`config.mk`:
```
export PLATFORM = sky130hd
export DESIGN_NAME = batt_a2d_mon_flat
export DESIGN_NICKNAME = d
export VERILOG_FILES = /design/src/rtl/batt_a2d_pkg.sv /design/src/rtl/batt_a2d_mon_if.sv /design/src/rtl/spi_mstr16.sv /design/src/rtl/batt_a2d_mon.sv /design/src/flat_wrapper.sv
export SDC_FILE = /design/constraint.sdc
export NUM_CORES = 1
export LEC_CHECK = 0
export BUFFER_PORTS_ARGS = -buffer_cell sky130_fd_sc_hd__buf_4
export CAP_MARGIN = 20
export CORE_MARGIN = 2
export CORE_UTILIZATION = 43
export DETAILED_ROUTE_END_ITERATION = 8
export SYNTH_ARGS = -nofsm -noshare
export SYNTH_HDL_FRONTEND = slang
export SYNTH_SLANG_ARGS = --single-unit
export TNS_END_PERCENT = 30
```
`constraint.sdc`:
```
create_clock -name clk -period 3.5 [get_ports clk]
set_input_delay 0.7 -clock clk [delete_from_list [all_inputs] [get_ports clk]]
set_output_delay 0.7 -clock clk [all_outputs]
set_load 0.02 [all_outputs]
```
`src/rtl/batt_a2d_pkg.sv`:
```
// Shared types and widths for the battery A2D acquisition slice.
package batt_a2d_pkg;

  localparam int unsigned ADC_CMD_W = 16;
  localparam int unsigned ADC_RES_W = 12;
  localparam int unsigned BATT_W    = 8;

  typedef enum logic [2:0] {
    ST_IDLE,
    ST_CH_FRM,
    ST_GAP,
    ST_RD_FRM,
    ST_DONE
  } top_state_e;

  typedef enum logic [1:0] {
    SPI_IDLE,
    SPI_FRONT,
    SPI_SHIFT,
    SPI_BACK
  } spi_state_e;

  // ADC128S control word: channel address sits in bits [13:11].
  function automatic logic [ADC_CMD_W-1:0] adc_cmd(input logic [2:0] ch);
    return {2'b00, ch, 11'h000};
  endfunction

endpackage

```
`src/rtl/batt_a2d_mon_if.sv`:
```
// Command-side and SPI-side signals of batt_a2d_mon grouped as one bundle.
interface batt_a2d_mon_if;
  import batt_a2d_pkg::*;

  logic              strt_cnv;
  logic              MISO;
  logic              SS_n;
  logic              SCLK;
  logic              MOSI;
  logic [BATT_W-1:0] batt;
  logic              cnv_cmplt;
  logic              busy;

  modport master (
    input  strt_cnv, MISO,
    output SS_n, SCLK, MOSI, batt, cnv_cmplt, busy
  );

  modport slave (
    output strt_cnv, MISO,
    input  SS_n, SCLK, MOSI, batt, cnv_cmplt, busy
  );

endinterface

```
`src/rtl/spi_mstr16.sv`:
```
// 16-bit SPI master, SCLK idles high, MOSI changes on SCLK fall, MISO sampled on rise.
module spi_mstr16
  import batt_a2d_pkg::*;
#(
  parameter int unsigned SCLK_DIV = 32
) (
  input  logic                 clk,
  input  logic                 rst,
  input  logic                 wrt,
  input  logic [ADC_CMD_W-1:0] cmd,
  input  logic                 MISO,
  output logic                 SS_n,
  output logic                 SCLK,
  output logic                 MOSI,
  output logic [ADC_CMD_W-1:0] rd,
  output logic                 done
);

  localparam int unsigned CW = $clog2(SCLK_DIV);
  localparam logic [CW-1:0] HALF_LAST = CW'(SCLK_DIV / 2 - 1);
  localparam logic [CW-1:0] DIV_LAST  = CW'(SCLK_DIV - 1);

  spi_state_e           state_q, state_d;
  logic [CW-1:0]        cnt_q, cnt_d;
  logic [4:0]           bit_q, bit_d;
  logic [ADC_CMD_W-1:0] shift_q, shift_d;
  logic                 sclk_q, sclk_d;
  logic                 ss_n_q, ss_n_d;
  logic                 done_q, done_d;

  always_ff @(posedge clk or posedge rst) begin
    if (rst) begin
      state_q <= SPI_IDLE;
      cnt_q   <= '0;
      bit_q   <= '0;
      shift_q <= '0;
      sclk_q  <= 1'b1;
      ss_n_q  <= 1'b1;
      done_q  <= 1'b0;
    end else begin
      state_q <= state_d;
      cnt_q   <= cnt_d;
      bit_q   <= bit_d;
      shift_q <= shift_d;
      sclk_q  <= sclk_d;
      ss_n_q  <= ss_n_d;
      done_q  <= done_d;
    end
  end

  // Counter restarts at each SCLK fall; rise lands half a period later.
  // Bit 0 is refilled from MISO on the rise; the whole word shifts on falls 2..16.
  always_comb begin
    state_d = state_q;
    cnt_d   = cnt_q;
    bit_d   = bit_q;
    shift_d = shift_q;
    sclk_d  = sclk_q;
    ss_n_d  = ss_n_q;
    done_d  = 1'b0;
    unique case (state_q)
      SPI_IDLE: begin
        if (wrt) begin
          state_d = SPI_FRONT;
          ss_n_d  = 1'b0;
          sclk_d  = 1'b1;
          shift_d = cmd;
          cnt_d   = '0;
          bit_d   = '0;
        end
      end
      SPI_FRONT: begin
        if (cnt_q == HALF_LAST) begin
          sclk_d  = 1'b0;
          cnt_d   = '0;
          state_d = SPI_SHIFT;
        end else begin
          cnt_d = cnt_q + 1'b1;
        end
      end
      SPI_SHIFT: begin
        if (cnt_q == HALF_LAST) begin
          sclk_d  = 1'b1;
          shift_d = {shift_q[ADC_CMD_W-1:1], MISO};
          bit_d   = bit_q + 1'b1;
          if (bit_q == 5'd15) begin
            state_d = SPI_BACK;
            cnt_d   = '0;
          end else begin
            cnt_d = cnt_q + 1'b1;
          end
        end else if (cnt_q == DIV_LAST) begin
          sclk_d  = 1'b0;
          shift_d = {shift_q[ADC_CMD_W-2:0], 1'b0};
          cnt_d   = '0;
        end else begin
          cnt_d = cnt_q + 1'b1;
        end
      end
      SPI_BACK: begin
        if (cnt_q == HALF_LAST) begin
          ss_n_d  = 1'b1;
          done_d  = 1'b1;
          cnt_d   = '0;
          state_d = SPI_IDLE;
        end else begin
          cnt_d = cnt_q + 1'b1;
        end
      end
      default: state_d = SPI_IDLE;
    endcase
  end

  assign SS_n = ss_n_q;
  assign SCLK = sclk_q;
  assign MOSI = shift_q[ADC_CMD_W-1];
  assign rd   = shift_q;
  assign done = done_q;

endmodule

```
`src/rtl/batt_a2d_mon.sv`:
```
// Battery-level acquisition: two-frame ADC128S conversion per strt_cnv, batt = result[11:4].
module batt_a2d_mon
  import batt_a2d_pkg::*;
#(
  parameter logic [2:0]  CHANNEL  = 3'd0,
  parameter int unsigned SCLK_DIV = 32,
  parameter int unsigned GAP_CYC  = 32
) (
  input  logic           clk,
  input  logic           rst,
  batt_a2d_mon_if.master bus
);

  localparam int unsigned GW = $clog2(GAP_CYC + 1);
  localparam logic [GW-1:0] GAP_LAST = GW'(GAP_CYC - 1);

  top_state_e           state_q, state_d;
  logic [GW-1:0]        gap_q, gap_d;
  logic                 wrt_q, wrt_d;
  logic [BATT_W-1:0]    batt_q, batt_d;
  logic [ADC_CMD_W-1:0] rd_w;
  logic                 done_w;
  logic                 unused_rd_bits;

  spi_mstr16 #(.SCLK_DIV(SCLK_DIV)) u_spi (
    .clk  (clk),
    .rst  (rst),
    .wrt  (wrt_q),
    .cmd  (adc_cmd(CHANNEL)),
    .MISO (bus.MISO),
    .SS_n (bus.SS_n),
    .SCLK (bus.SCLK),
    .MOSI (bus.MOSI),
    .rd   (rd_w),
    .done (done_w)
  );

  assign unused_rd_bits = ^{rd_w[ADC_CMD_W-1:ADC_RES_W], rd_w[ADC_RES_W-BATT_W-1:0]};

  always_ff @(posedge clk or posedge rst) begin
    if (rst) begin
      state_q <= ST_IDLE;
      gap_q   <= '0;
      wrt_q   <= 1'b0;
      batt_q  <= '0;
    end else begin
      state_q <= state_d;
      gap_q   <= gap_d;
      wrt_q   <= wrt_d;
      batt_q  <= batt_d;
    end
  end

  // batt is loaded on entry to DONE so it is already valid while cnv_cmplt is high.
  always_comb begin
    state_d = state_q;
    gap_d   = gap_q;
    wrt_d   = 1'b0;
    batt_d  = batt_q;
    unique case (state_q)
      ST_IDLE: begin
        if (bus.strt_cnv) begin
          state_d = ST_CH_FRM;
          wrt_d   = 1'b1;
        end
      end
      ST_CH_FRM: begin
        if (done_w) begin
          state_d = ST_GAP;
          gap_d   = '0;
        end
      end
      ST_GAP: begin
        if (gap_q == GAP_LAST) begin
          state_d = ST_RD_FRM;
          wrt_d   = 1'b1;
        end else begin
          gap_d = gap_q + 1'b1;
        end
      end
      ST_RD_FRM: begin
        if (done_w) begin
          batt_d  = rd_w[ADC_RES_W-1:ADC_RES_W-BATT_W];
          state_d = ST_DONE;
        end
      end
      ST_DONE: state_d = ST_IDLE;
      default: state_d = ST_IDLE;
    endcase
  end

  assign bus.batt      = batt_q;
  assign bus.cnv_cmplt = (state_q == ST_DONE);
  assign bus.busy      = (state_q == ST_CH_FRM) || (state_q == ST_GAP) || (state_q == ST_RD_FRM);

endmodule

```
`src/flat_wrapper.sv`:
```
// flat-port wrapper written by rule: the top's interface ports become plain ports
module batt_a2d_mon_flat import batt_a2d_pkg::*;
#(
  parameter logic [2:0]  CHANNEL  = 3'd0,
  parameter int unsigned SCLK_DIV = 32,
  parameter int unsigned GAP_CYC  = 32
)
  (clk, rst, bus_strt_cnv, bus_MISO, bus_SS_n, bus_SCLK, bus_MOSI, bus_batt, bus_cnv_cmplt, bus_busy);
  batt_a2d_mon_if bus_i ();
  input  logic clk;
  input  logic rst;
  input wire logic [$bits(bus_i.strt_cnv)-1:0] bus_strt_cnv;
  input wire logic [$bits(bus_i.MISO)-1:0] bus_MISO;
  output wire logic [$bits(bus_i.SS_n)-1:0] bus_SS_n;
  output wire logic [$bits(bus_i.SCLK)-1:0] bus_SCLK;
  output wire logic [$bits(bus_i.MOSI)-1:0] bus_MOSI;
  output wire logic [$bits(bus_i.batt)-1:0] bus_batt;
  output wire logic [$bits(bus_i.cnv_cmplt)-1:0] bus_cnv_cmplt;
  output wire logic [$bits(bus_i.busy)-1:0] bus_busy;
  assign bus_i.strt_cnv = bus_strt_cnv;
  assign bus_i.MISO = bus_MISO;
  assign bus_SS_n = bus_i.SS_n;
  assign bus_SCLK = bus_i.SCLK;
  assign bus_MOSI = bus_i.MOSI;
  assign bus_batt = bus_i.batt;
  assign bus_cnv_cmplt = bus_i.cnv_cmplt;
  assign bus_busy = bus_i.busy;
  batt_a2d_mon #(.CHANNEL(CHANNEL), .SCLK_DIV(SCLK_DIV), .GAP_CYC(GAP_CYC)) u_core (.clk(clk), .rst(rst), .bus(bus_i));
endmodule
```
; ---- After elaboration in Yosys (flattened, before gate mapping)
; Cells that the tools add are included.
; Widths: inputs -> output; s select.
[totals]
reg_bits = 49
input_bits = 4
output_inout_bits = 13
wordCells = 96
[classes]
addsub = 3
eq_ne = 24
muxes = 39
n_reduce_logical = 18
[ops]
columns = operator, count
row1 = $mux 16, 3
row2 = $pmux 16 s2, 1
row3 = $mux 5, 6
row4 = $ne 2x2->1 const B, 10
row5 = $pmux 5 s3, 1
row6 = $mux 3, 4
row7 = $mux 6, 2
row8 = $pmux 3 s4, 1
row9 = $pmux 6 s2, 1
row10 = $reduce_and 3->1, 4
row11 = $reduce_and 4->1, 3
row12 = $add 5x1->5 const B, 2
row13 = $eq 5x4->1 const B, 2
row14 = $mux 1, 10
row15 = $mux 2, 5
row16 = $pmux 5 s2, 1
row17 = $pmux 2 s4, 1
row18 = $add 6x1->6 const B, 1
row19 = $eq 3x2->1 const B, 2
row20 = $eq 6x5->1 const B, 1
row21 = $reduce_bool 2->1, 3
row22 = $eq 5x5->1 const B, 1
row23 = $reduce_and 5->1, 1
row24 = $eq 2x2->1 const B, 2
row25 = other kinds (13), 16

; ---- Depth between registers and ports, before layout
; Gate-level depths: netlist (run 1).
[depth]
ltp_word = 4
depth_mapped = 8
depth_no_buf = 7

; ---- Modules after synthesis
; Synthesis (run 1) repeated with hierarchy kept, for this count alone.
[unflattened]
hier_cells = 268
area_unflattened_um2 = 2567.5
[modules_own_cells]
columns = mod, n_inst, cells_each, area_each_um2, seq_area_each_um2
row1 = spi_mstr16, 1, 176, 1695.4, 778.2
row2 = batt_a2d_mon, 1, 92, 872.1, 450.4

; ---- Least setup slack after synthesis (run 1)
; Ideal clock, no wire load.
[synth_timing]
path_type = register -> register
from = register u_core.u_spi.state_q[0]
to = register u_core.u_spi.bit_q[3]
setup_time_ns = 0.065
t_arrival_ns = 1.698
required_time_ns = 3.435
slack_ns = 1.737
path_stages_with_launch = 9
n_path_buf = 2
period_less_slack_ns = 1.763
path_cell_list = dfrtp_1 -> inv_1 -> ha_1 -> buf_6 -> nor2b_4 -> buf_6 -> or4_1 -> a21oi_1 -> a21o_1
[synth_via]
elab_chain_cells = 3
[synth_rtl]
columns = element, line
row1 = start: declaration, spi_mstr16.sv:23  ; spi_state_e state_q, state_d;
row2 = start signal: assignment, spi_mstr16.sv:41  ; state_q <= state_d;
row3 = $eq 2x2->1 / $logic_not 2->1 (equally long branches), spi_mstr16.sv:61  ; unique case (state_q)
row4 = $ne 2x2->1 (no line) (tied with other cells), --
row5 = $reduce_and 3->1 (no line), --
row6 = end signal: assignment, spi_mstr16.sv:43  ; bit_q <= bit_d;
row7 = end: declaration, spi_mstr16.sv:25  ; logic [4:0] bit_q, bit_d;
; Parallel ways exist; a longest one is shown, timed or not.
; A chain may end at the register's enable or synchronous reset.

; ---- Worst setup path after layout (run 1)
[layout_timing]
from = register u_core.u_spi.state_q[0]
to = register u_core.u_spi.shift_q[13] (netlist: u_core.u_spi.rd[13])
[layout_via]
elab_chain_cells = 3
[layout_rtl]
columns = element, line
row1 = $eq 2x2->1 / $logic_not 2->1 (equally long branches), spi_mstr16.sv:61
row2 = $ne 2x2->1 (no line) (tied with other cells), --
row3 = $reduce_and 4->1 (no line), --
row4 = end signal: assignment, spi_mstr16.sv:44  ; shift_q <= shift_d;
row5 = end: declaration, spi_mstr16.sv:26  ; logic [ADC_CMD_W-1:0] shift_q, shift_d;
; Parallel ways exist; a longest one is shown, timed or not.

==> metrics, run 1 <==
Max clock buf depth 2; MaxCap Viol Count 0; die area 0.006204 mm^2; Die W 78.77 um; EDFF count, synth 0; Crit path largest cell delay 0.65 ns; IO Pins 17; Sink Count 49; Synth Area in Simple Gates 18.22%; WP data arrival 2.55 ns; Synth Area in XOR/XNOR 0.7288%; layout cells sized above 1 16.80%; post-CTS setup buffers 0; mux cell area share after synthesis 6.715%; post-CTS resize count 0; Rows 27; TritonCTS clock tree built; CTS Root Cell clkbuf_8; ANT cells 0; Final Setup Violations 0; Antenna Nets Post-Route 0; FILL cells 511; Setup TNS 0 ns; compound-cell area share of the yosys netlist 13.53%; DR WL/cell 12.68 um; Tcrit/Tclk final 68.69%; area delta synth->final 10.26%; grt total ovfl 0; worst min path class in -> async; Synth cell types 46; drt first pass iters 4; Peak VDD IR 0.3207 mV; clk_skew 0.007313 ns; yosys warns 0; later-pin clock latency in the skew report 0.30 ns; leakage 1.213 nW; Worst Path Max Fanout 30; Vias/cell 5.073; port buffer count 16; Mapped Cells 243; Post-Syn Nets 257; status finished clean; via count 1,664; initial core utilization 44.19%; Global Route Usage Sum 14.71%; DRC 0; Top delay family on crit path compound AO/OA/AOI/OAI gates; Initial DRC Count 76; CTS Hold Buffers Added 0; Critical Path RT 3.65 ns; share of the yosys chip area belonging to registers 51.12%; Worst Tran Pin Value 0.7674 ns; PD cells 537.1 mW/mm^2; Clock Pin Slew Worst Setup and Hold Paths 0.09 ns; Fmax achieved 0.4159 GHz; Max Transition Viols Final 0; post-synthesis adder-cell area fraction 5.206%; Nets 269; Post-synth ARST share 100.0%; HPWL Detailed 2785 um; core footprint 0.005439 mm^2; gp weighted congestion 0.8024; first-pass GRT wire length 7210 um; fin crit period 2.404 ns; largest family of logic cells by synthesized area simple AND/OR/NAND/NOR gates; buffer and inverter count on the worst path 1; number of CTS-inserted buffers 5; Die Y 78.77 um; CP startpoint kind flip-flop; crit path max-delay cell type a21o_1; synthesized area per cell 9.891 um^2; Primary FF master, synth dfrtp_1; initial antenna violation count 0; cell-by-cell trace of the critical path inv_1 -> ha_1 -> mux2i_1 -> a21o_1 -> o21ai_0; Power, Total 0.001423 W; #FFs+latches synth 49; RSZ-0062 raised after global routing no; H-tree Lvls 2; largest net degree at the start of global routing 50; vias in the first global route 1,551; Routed WL 4159 um; CP Class reg -> reg; relative slew slack 48.84%; crit path capture type flip-flop; Fin. Hold Viols 0; Synth Cell Area 0.002404 mm^2
## sequential cells by signal (all words and copies together), names as in the netlist
| signal | flops |
|---|---|
| u_core.u_spi.SS_n | 1 |
| u_core.u_spi.cnt_q | 5 |
| u_core.bus.batt | 8 |
| u_core.wrt_q | 1 |
| u_core.state_q | 3 |
| u_core.u_spi.state_q | 2 |
| u_core.u_spi.done | 1 |
| u_core.u_spi.rd | 16 |
| u_core.u_spi.bit_q | 5 |
| u_core.gap_q | 6 |
| u_core.u_spi.SCLK | 1 |
## routing by layer
metal  up-vias  global-route usage, %  routed length (um)
met2        22                  22.39                1851
met1       775                  20.66                2137
met4         0                  5.789                  44
met5         -                      0                   0
met3         4                  3.068                 125
li1        863                      -                   -
## power by group
part	leakage [nW]	total (W)	internal, W	switching, W
Sequential	0.662	0.000668	0.000617	0.0000510
Clock	0.0445	0.000333	0.000142	0.000191
Combinational	0.507	0.000422	0.000147	0.000276
Total	1.21	0.00142	0.000906	0.000517
## kinds of logic after synthesis
logic type	count (synthesis)
mux	15
fa+ha+maj	10
flops	49
simple gates	93
xor+xnor	2
buf+inv	21
compound gates	53
## cell usage after synthesis, types with 2 or more instances
library cell | count | area share (%)
nand2_1 | 49 | 7.7
dfrtp_1 | 47 | 49
o21ai_0 | 25 | 5.2
nor2_1 | 14 | 2.2
ha_1 | 10 | 5.2
a21oi_1 | 9 | 1.9
inv_1 | 9 | 1.4
mux2_2 | 9 | 4.2
buf_2 | 7 | 1.5
mux2i_1 | 6 | 2.5
nand3_1 | 5 | 1.0
nor3_1 | 5 | 1.0
a22oi_1 | 4 | 1.2
and2_1 | 4 | 1.0
a21o_1 | 3 | 0.94
a32oi_1 | 2 | 0.73
and4b_1 | 2 | 0.83
buf_6 | 2 | 0.94
dfstp_2 | 2 | 2.2
nand4_1 | 2 | 0.52
nor2b_1 | 2 | 0.52
## path summary, 6_finish.rpt
path / start / to / slack [ns] / cells past startpoint
max in group asynchronous: rst / u_core.u_spi.SS_n / 2.70 / 3
worst min register to register: u_core.u_spi.rd[15] / u_core.u_spi.rd[15] / 0.48 / 2
worst min-delay path: rst / u_core.u_spi.done / 0.27 / 2
worst max-delay path: u_core.u_spi.state_q[0] / u_core.u_spi.rd[13] / 1.10 / 5
worst max register to register: u_core.u_spi.state_q[0] / u_core.u_spi.rd[13] / 1.10 / 5
min in group clk: u_core.u_spi.rd[15] / u_core.u_spi.rd[15] / 0.48 / 2
## per-stage QoR
step	instances	setup WS, ns	hold WS [ns]	utilization, %	area [um^2]
5_1_grt	328	0.7924	0.2662	48.72	2650
3_5_place_dp	319	1.088	0.4717	46.70	2540
2_1_floorplan	243	1.630	0.4497	-	2404
6_report	328	1.096	0.2748	48.72	2650
4_1_cts	327	1.093	0.4930	48.36	2630
3_3_place_gp	319	1.246	0.4617	46.70	2540
## final cells by class
class | count | area, um^2 | area share, %
clock buffer | 5 | 68.82 | 2.597
tap | 72 | 90.09 | 3.399
timing repair buffer | 17 | 140.1 | 5.288
sequential | 49 | 1229 | 46.36
clock inverter | 3 | 21.27 | 0.8026
multi-input combinational | 173 | 1067 | 40.27
inverter | 9 | 33.78 | 1.275
## layout by cell type (no fill, tap or decap), drive strengths merged, types with 2 or more instances in the layout
master	netlist	routed
and4b	2	2
a21oi	10	10
nand4	2	2
and2	4	4
clkbuf	2	5
o21ai	25	25
buf	10	17
a21o	3	3
dfrtp	47	47
a22oi	4	4
nor3	5	5
nand2	49	49
nand3	5	5
mux2i	6	6
nor2b	3	3
inv	9	10
nor2	15	15
ha	10	10
a32oi	2	2
mux2	9	9
dfstp	2	2
(Power assumes the default switching activity.)
==> inputs of run 2 (changes only) <==
ABC_AREA = 1   (was default)
clock period = 2.5 ns   (was 3.5 ns; I/O delays follow)
==> run 2 against run 1 <==
  * Core utilization is 2.0 points higher
  * Global-route usage is 0.17 points lower
  * Setup slack worse by 0.49 ns
  * Fmax is 27% higher
  * Final cell count is 23% higher
  * Via count is 13% higher
  * Clock skew is 0.00076 ns lower
==> metrics, run 2 <==
gp weighted congestion 0.8707; CP Launch Point u_core.u_spi.state_q[0]; Setup TNS 0 ns; Post-synth ARST share 100.0%; #FFs+latches synth 49; synth cell count leaders 124 x nand2_1, 47 x dfrtp_1, 24 x inv_1; vias in the first global route 1,693; post-synth top area cell dfrtp_1; crit path max-delay cell type ha_1; Max clock buf depth 2; final instance area 0.002828 mm^2; Primary FF master, synth dfrtp_1; Nets 343; PD cells 526.5 mW/mm^2; area delta synth->final 13.11%; later-pin clock latency in the skew report 0.30 ns; area post-placement 0.002690 mm^2; Vias/cell 4.694; CTS Hold Buffers Added 0; Critical Path RT 2.69 ns; Peak VDD IR 0.2644 mV; Cell Count, Final, Fillers Out 402; Global Route Usage Sum 14.54%; layout cells sized above 1 16.36%; Max Transition Viols Final 0; most frequent cell after synthesis nand2_1; cell-by-cell trace of the critical path inv_1 -> ha_1 -> nor2_1 -> nor2_4 -> nand3_2 -> buf_4 -> nand2_1 -> o21ai_2; first-pass GRT wire length 7403 um; RSZ-0062 raised after global routing no; worst min path class in -> async; TritonCTS clock tree built; ANT cells 0; internal reg-to-reg setup slack 0.60 ns; end of the critical path u_core.u_spi.rd[4]; H-tree Lvls 2; Routed WL 4167 um; share of the yosys chip area belonging to registers 49.15%; MaxCap Viol Count 0; Antenna Nets Post-Route 0; Synth cell types 29; Worst Tran Pin Value 0.4858 ns; grt total ovfl 0; CTS Root Cell clkbuf_8; EDFF count, synth 0; Top delay family on crit path simple AND/OR/NAND/NOR gates; buffer and inverter count on the worst path 2; core footprint 0.005574 mm^2; initial core utilization 44.85%; FILL cells 536; HPWL Detailed 3012 um; max FFs per register 16; DRC 0; Mapped Cells 310; WP data arrival 2.08 ns; Crit path largest cell delay 0.47 ns; crit path capture type flip-flop; Fmax achieved 0.5271 GHz; port buffer count 16; Synth Cell Area 0.002500 mm^2; Sink Count 49; initial antenna violation count 0; largest net degree at the start of global routing 50; top cells by area, synth dfrtp_1 47%, nand2_1 19%, ha_1 5.0%, inv_1 3.6%, nor2_1 3.5%; clk_skew 0.006557 ns; Clock Pin Slew Worst Setup and Hold Paths 0.09 ns; Final Setup Violations 0; most common cell after layout, fill and taps aside nand2_1; Tcrit/Tclk final 75.89%; Reg-to-Reg Start u_core.u_spi.state_q[0]; relative slew slack 67.61%; yosys warns 0; post-CTS resize count 0; leakage 1.486 nW; Die W 80.25 um; synthesized area per cell 8.064 um^2; Setup WS post-layout 0.6028 ns; RR Endpoint u_core.u_spi.rd[4]; most frequent cells in the layout 124 x nand2_1, 47 x dfrtp_1, 23 x inv_1, 23 x nor2_1, 17 x buf_4; drt first pass iters 4; critical path depth 8; Die Y 80.25 um; Yosys top cell area share 47.05%; worst-case reg-to-reg path depth 8; Worst Path Max Fanout 30; die area 0.006439 mm^2; status finished clean; CP startpoint kind flip-flop; post-CTS setup buffers 0; number of CTS-inserted buffers 5; Rows 27; Post-Syn Nets 324; Initial DRC Count 82; DR WL/cell 10.37 um; IO Pins 17; Setup WS pre-CTS 0.5974 ns; via count 1,887; Fin. Hold Viols 0; CP Class reg -> reg; fin crit period 1.897 ns; DP Cell Count 394
-- run 2: cell count changes in the layout (fill, tap and decap cells not counted), moves of 5 or more --
cell     delta
a21oi_1     -9
inv_1      +15
mux2_2      -9
mux2i_1     -6
nand2_1    +75
nand2_2     +5
nand3_1     +9
nor2_1      +9
o21ai_0    -10
o21ai_1    +10
o21ai_2     +6
-- run 2: per-stage QoR --
stage	total power (W)	hold WS [ns]	util, %
after floorplan	0.0008224	0.4534	-
after global placement	0.0008352	0.4603	48.26
after detailed placement	0.0008349	0.4684	48.26
after CTS	0.001511	0.2427	50.73
after global routing	0.001542	0.2542	50.73
final	0.001489	0.2343	50.73
-- run 2: logic make-up (layout without fill, tap and decap cells) --
| logic type | after synthesis | in the layout | synth area share (%) |
|---|---|---|---|
| flip-flops | 49 | 49 | 49.15 |
| adder cells (fa/ha/maj) | 10 | 10 | 5.005 |
| AO/OA/AOI/OAI | 35 | 35 | 8.358 |
| buffers and inverters | 35 | 55 | 6.356 |
| XOR/XNOR | 4 | 4 | 1.402 |
| AND/OR/NAND/NOR | 177 | 177 | 29.73 |
-- run 2: routing by layer --
| metal | track usage, % | wire length, um |
|---|---|---|
| met4 | 4.068 | 51 |
| met2 | 23.00 | 1795 |
| met3 | 3.596 | 166 |
| met1 | 19.84 | 2154 |
| met5 | 0 | 0 |
-- run 2: tightest hold or removal path: stages --
cell    delay (ns)
buf_4         0.11
inv_2         0.06
buf_12        0.25
-- run 2: area by class of cell --
type / count / area (um^2) / area share, %
clock buffers: 5 / 68.82 / 2.434
clock inverters: 3 / 68.82 / 2.434
inverters: 29 / 111.4 / 3.938
multi-input cells: 226 / 1112 / 39.34
flip-flops and latches: 49 / 1229 / 43.45
well taps: 72 / 90.09 / 3.186
repair buffers: 18 / 147.6 / 5.221
-- run 2: worst min path at each step --
stage	end	start	slack, ns	depth (start not counted)
final	u_core.bus.batt[3]	rst	0.23	3
after CTS	u_core.bus.batt[3]	rst	0.24	3
after global placement	u_core.u_spi.SS_n	u_core.u_spi.SS_n	0.46	2
after floorplan	u_core.u_spi.rd[0]	u_core.u_spi.rd[0]	0.45	2
after detailed placement	u_core.u_spi.rd[3]	u_core.u_spi.rd[3]	0.47	2
after global routing	u_core.bus.batt[3]	rst	0.25	3
-- run 2: power breakdown --
part	internal [W]	switching, W
logic	0.00000726	0.0000171
clock network	0.000403	0.000269
registers	0.000793	0.000000341
total	0.00120	0.000286
==> inputs of run 3 (changes only) <==
clock period = 1.85 ns   (was 2.5 ns; I/O delays follow)
==> run 3 against run 2 <==
  * Cell area up 0.35%
  * Hold slack lost 0.13 ns
  * Global-route usage up 1.1 points
  * Sequential share of layout area shrank 0.15 points
  * Sequential cell count did not move
  * Count of clock-buffer cells in the layout increased by 1
  * Clock power increased by 20%
  * Critical path depth is 2 lower
  * Critical path type unchanged
==> metrics, run 3 (synthesis gave the netlist of run 2 again) <==
area delta synth->final 13.51%; switching pwr 0.0003908 W; Clock Pin Slew Worst Setup and Hold Paths 0.09 ns; Setup WS pre-CTS 0.2619 ns; TritonCTS clock tree built; CP Class reg -> reg; Final Setup Violations 0; Setup WS post-layout 0.2604 ns; ANT cells 0; Cell Count, Final, Fillers Out 404; Die W 80.25 um; CP startpoint kind flip-flop; Initial DRC Count 128; switching portion of total power 20.44%; relative slew slack 82.44%; CTS Root Cell clkbuf_8; DP Cell Count 396; Die Y 80.25 um; FILL cells 542; Worst Path Max Fanout 4; Routed WL 4441 um; Critical Path RT 2.07 ns; via count 1,927; H-tree Lvls 2; number of CTS-inserted buffers 5; area of the multi-input gates 0.001112 mm^2; Rows 27; final instance area 0.002838 mm^2; drt first pass iters 4; HPWL Detailed 3126 um; Clock Power Share 42.2%; Int Pwr 0.001521 W; IO Pins 17; DRC 0; CTS Hold Buffers Added 0; max FFs per register 16; Tcrit/Tclk final 85.92%; first-pass GRT wire length 7983 um; sequential share of power 56.1%; largest net degree at the start of global routing 50; Fin. Hold Viols 0; Max clock buf depth 2; layout cells sized above 1 16.87%; crit path capture type flip-flop; MaxCap Viol Count 0; Max Transition Viols Final 0; area post-placement 0.002718 mm^2; initial antenna violation count 0; RSZ-0062 raised after global routing no; post-CTS resize count 0; die area 0.006439 mm^2; Vias/cell 4.770; most frequent cells in the layout 124 x nand2_1, 47 x dfrtp_1, 23 x inv_1, 23 x nor2_1, 18 x buf_4; later-pin clock latency in the skew report 0.30 ns; fin crit period 1.590 ns; WP data arrival 1.81 ns; leakage 1.491 nW; Fmax achieved 0.6291 GHz; DR WL/cell 10.99 um; PD cells 673.7 mW/mm^2; Antenna Nets Post-Route 0; Global Route Usage Sum 15.68%; vias in the first global route 1,814; grt total ovfl 0; post-CTS setup buffers 0; status finished clean; port buffer count 16; Setup TNS 0 ns; clk_skew 0.007175 ns; worst min path class in -> async; Peak VDD IR 0.4518 mV; FF+latch area 0.001229 mm^2; Worst Tran Pin Value 0.2635 ns; initial core utilization 44.85%; gp weighted congestion 0.8144; Nets 345; most common cell after layout, fill and taps aside nand2_1; Sink Count 49; combinational share of power 1.8%; core footprint 0.005574 mm^2
-- run 3: layout make-up --
class | instances | share of cell area [%]
flip-flops and latches | 49 | 43.30
multi-input cells | 226 | 39.20
repair buffers | 20 | 6.173
inverters | 29 | 3.924
well taps | 72 | 3.175
clock buffers | 6 | 2.910
clock inverters | 2 | 1.323
-- run 3: metrics by stage --
step	hold WS, ns	power, W	util, %
CTS	0.1097	0.001932	50.91
detailed placement	0.4483	0.001129	48.75
finish	0.09942	0.001912	50.91
global placement	0.4431	0.001129	48.75
floorplan	0.4534	0.001111	-
global route	0.1239	0.001973	50.91
-- run 3: worst paths after layout --
check                                   endpoint  cells past startpoint  slack (ns)             startpoint
setup / recovery           u_core.u_spi.cnt_q[0]                      6        0.26  u_core.u_spi.bit_q[0]
hold / removal                u_core.bus.batt[4]                      3         0.1                    rst
setup reg to reg           u_core.u_spi.cnt_q[0]                      6        0.26  u_core.u_spi.bit_q[0]
hold reg to reg                u_core.u_spi.SS_n                      2        0.47      u_core.u_spi.SS_n
max in group asynchronous      u_core.u_spi.SS_n                      3        1.47                    rst
min in group clk              u_core.u_spi.rd[0]                      3        0.36               bus_MISO
-- run 3: power groups by stage --
stage | Combinational (W) | Clock (W) | Sequential, W
after detailed placement | 0.0000363 | 0 | 0.00109
after CTS | 0.0000362 | 0.000823 | 0.00107
after global routing | 0.0000400 | 0.000861 | 0.00107
after floorplan | 0.0000184 | 0 | 0.00109
final | 0.0000339 | 0.000806 | 0.00107
after global placement | 0.0000362 | 0 | 0.00109
-- run 3: per-layer routing --
metal	global-route usage [%]	routed length, um	vias up
li1	-	-	1014
met3	3.708	152	5
met2	26.25	1988	26
met4	4.576	52	0
met5	0	0	-
met1	20.17	2248	882
-- run 3: critical path, stage by stage, from the launching register on --
cell and delay [ns]:
dfrtp_1 0.41, ha_1 0.23, and3_1 0.19, ha_1 0.20, o21ai_0 0.22, nor2_1 0.09
o21ai_0 0.17
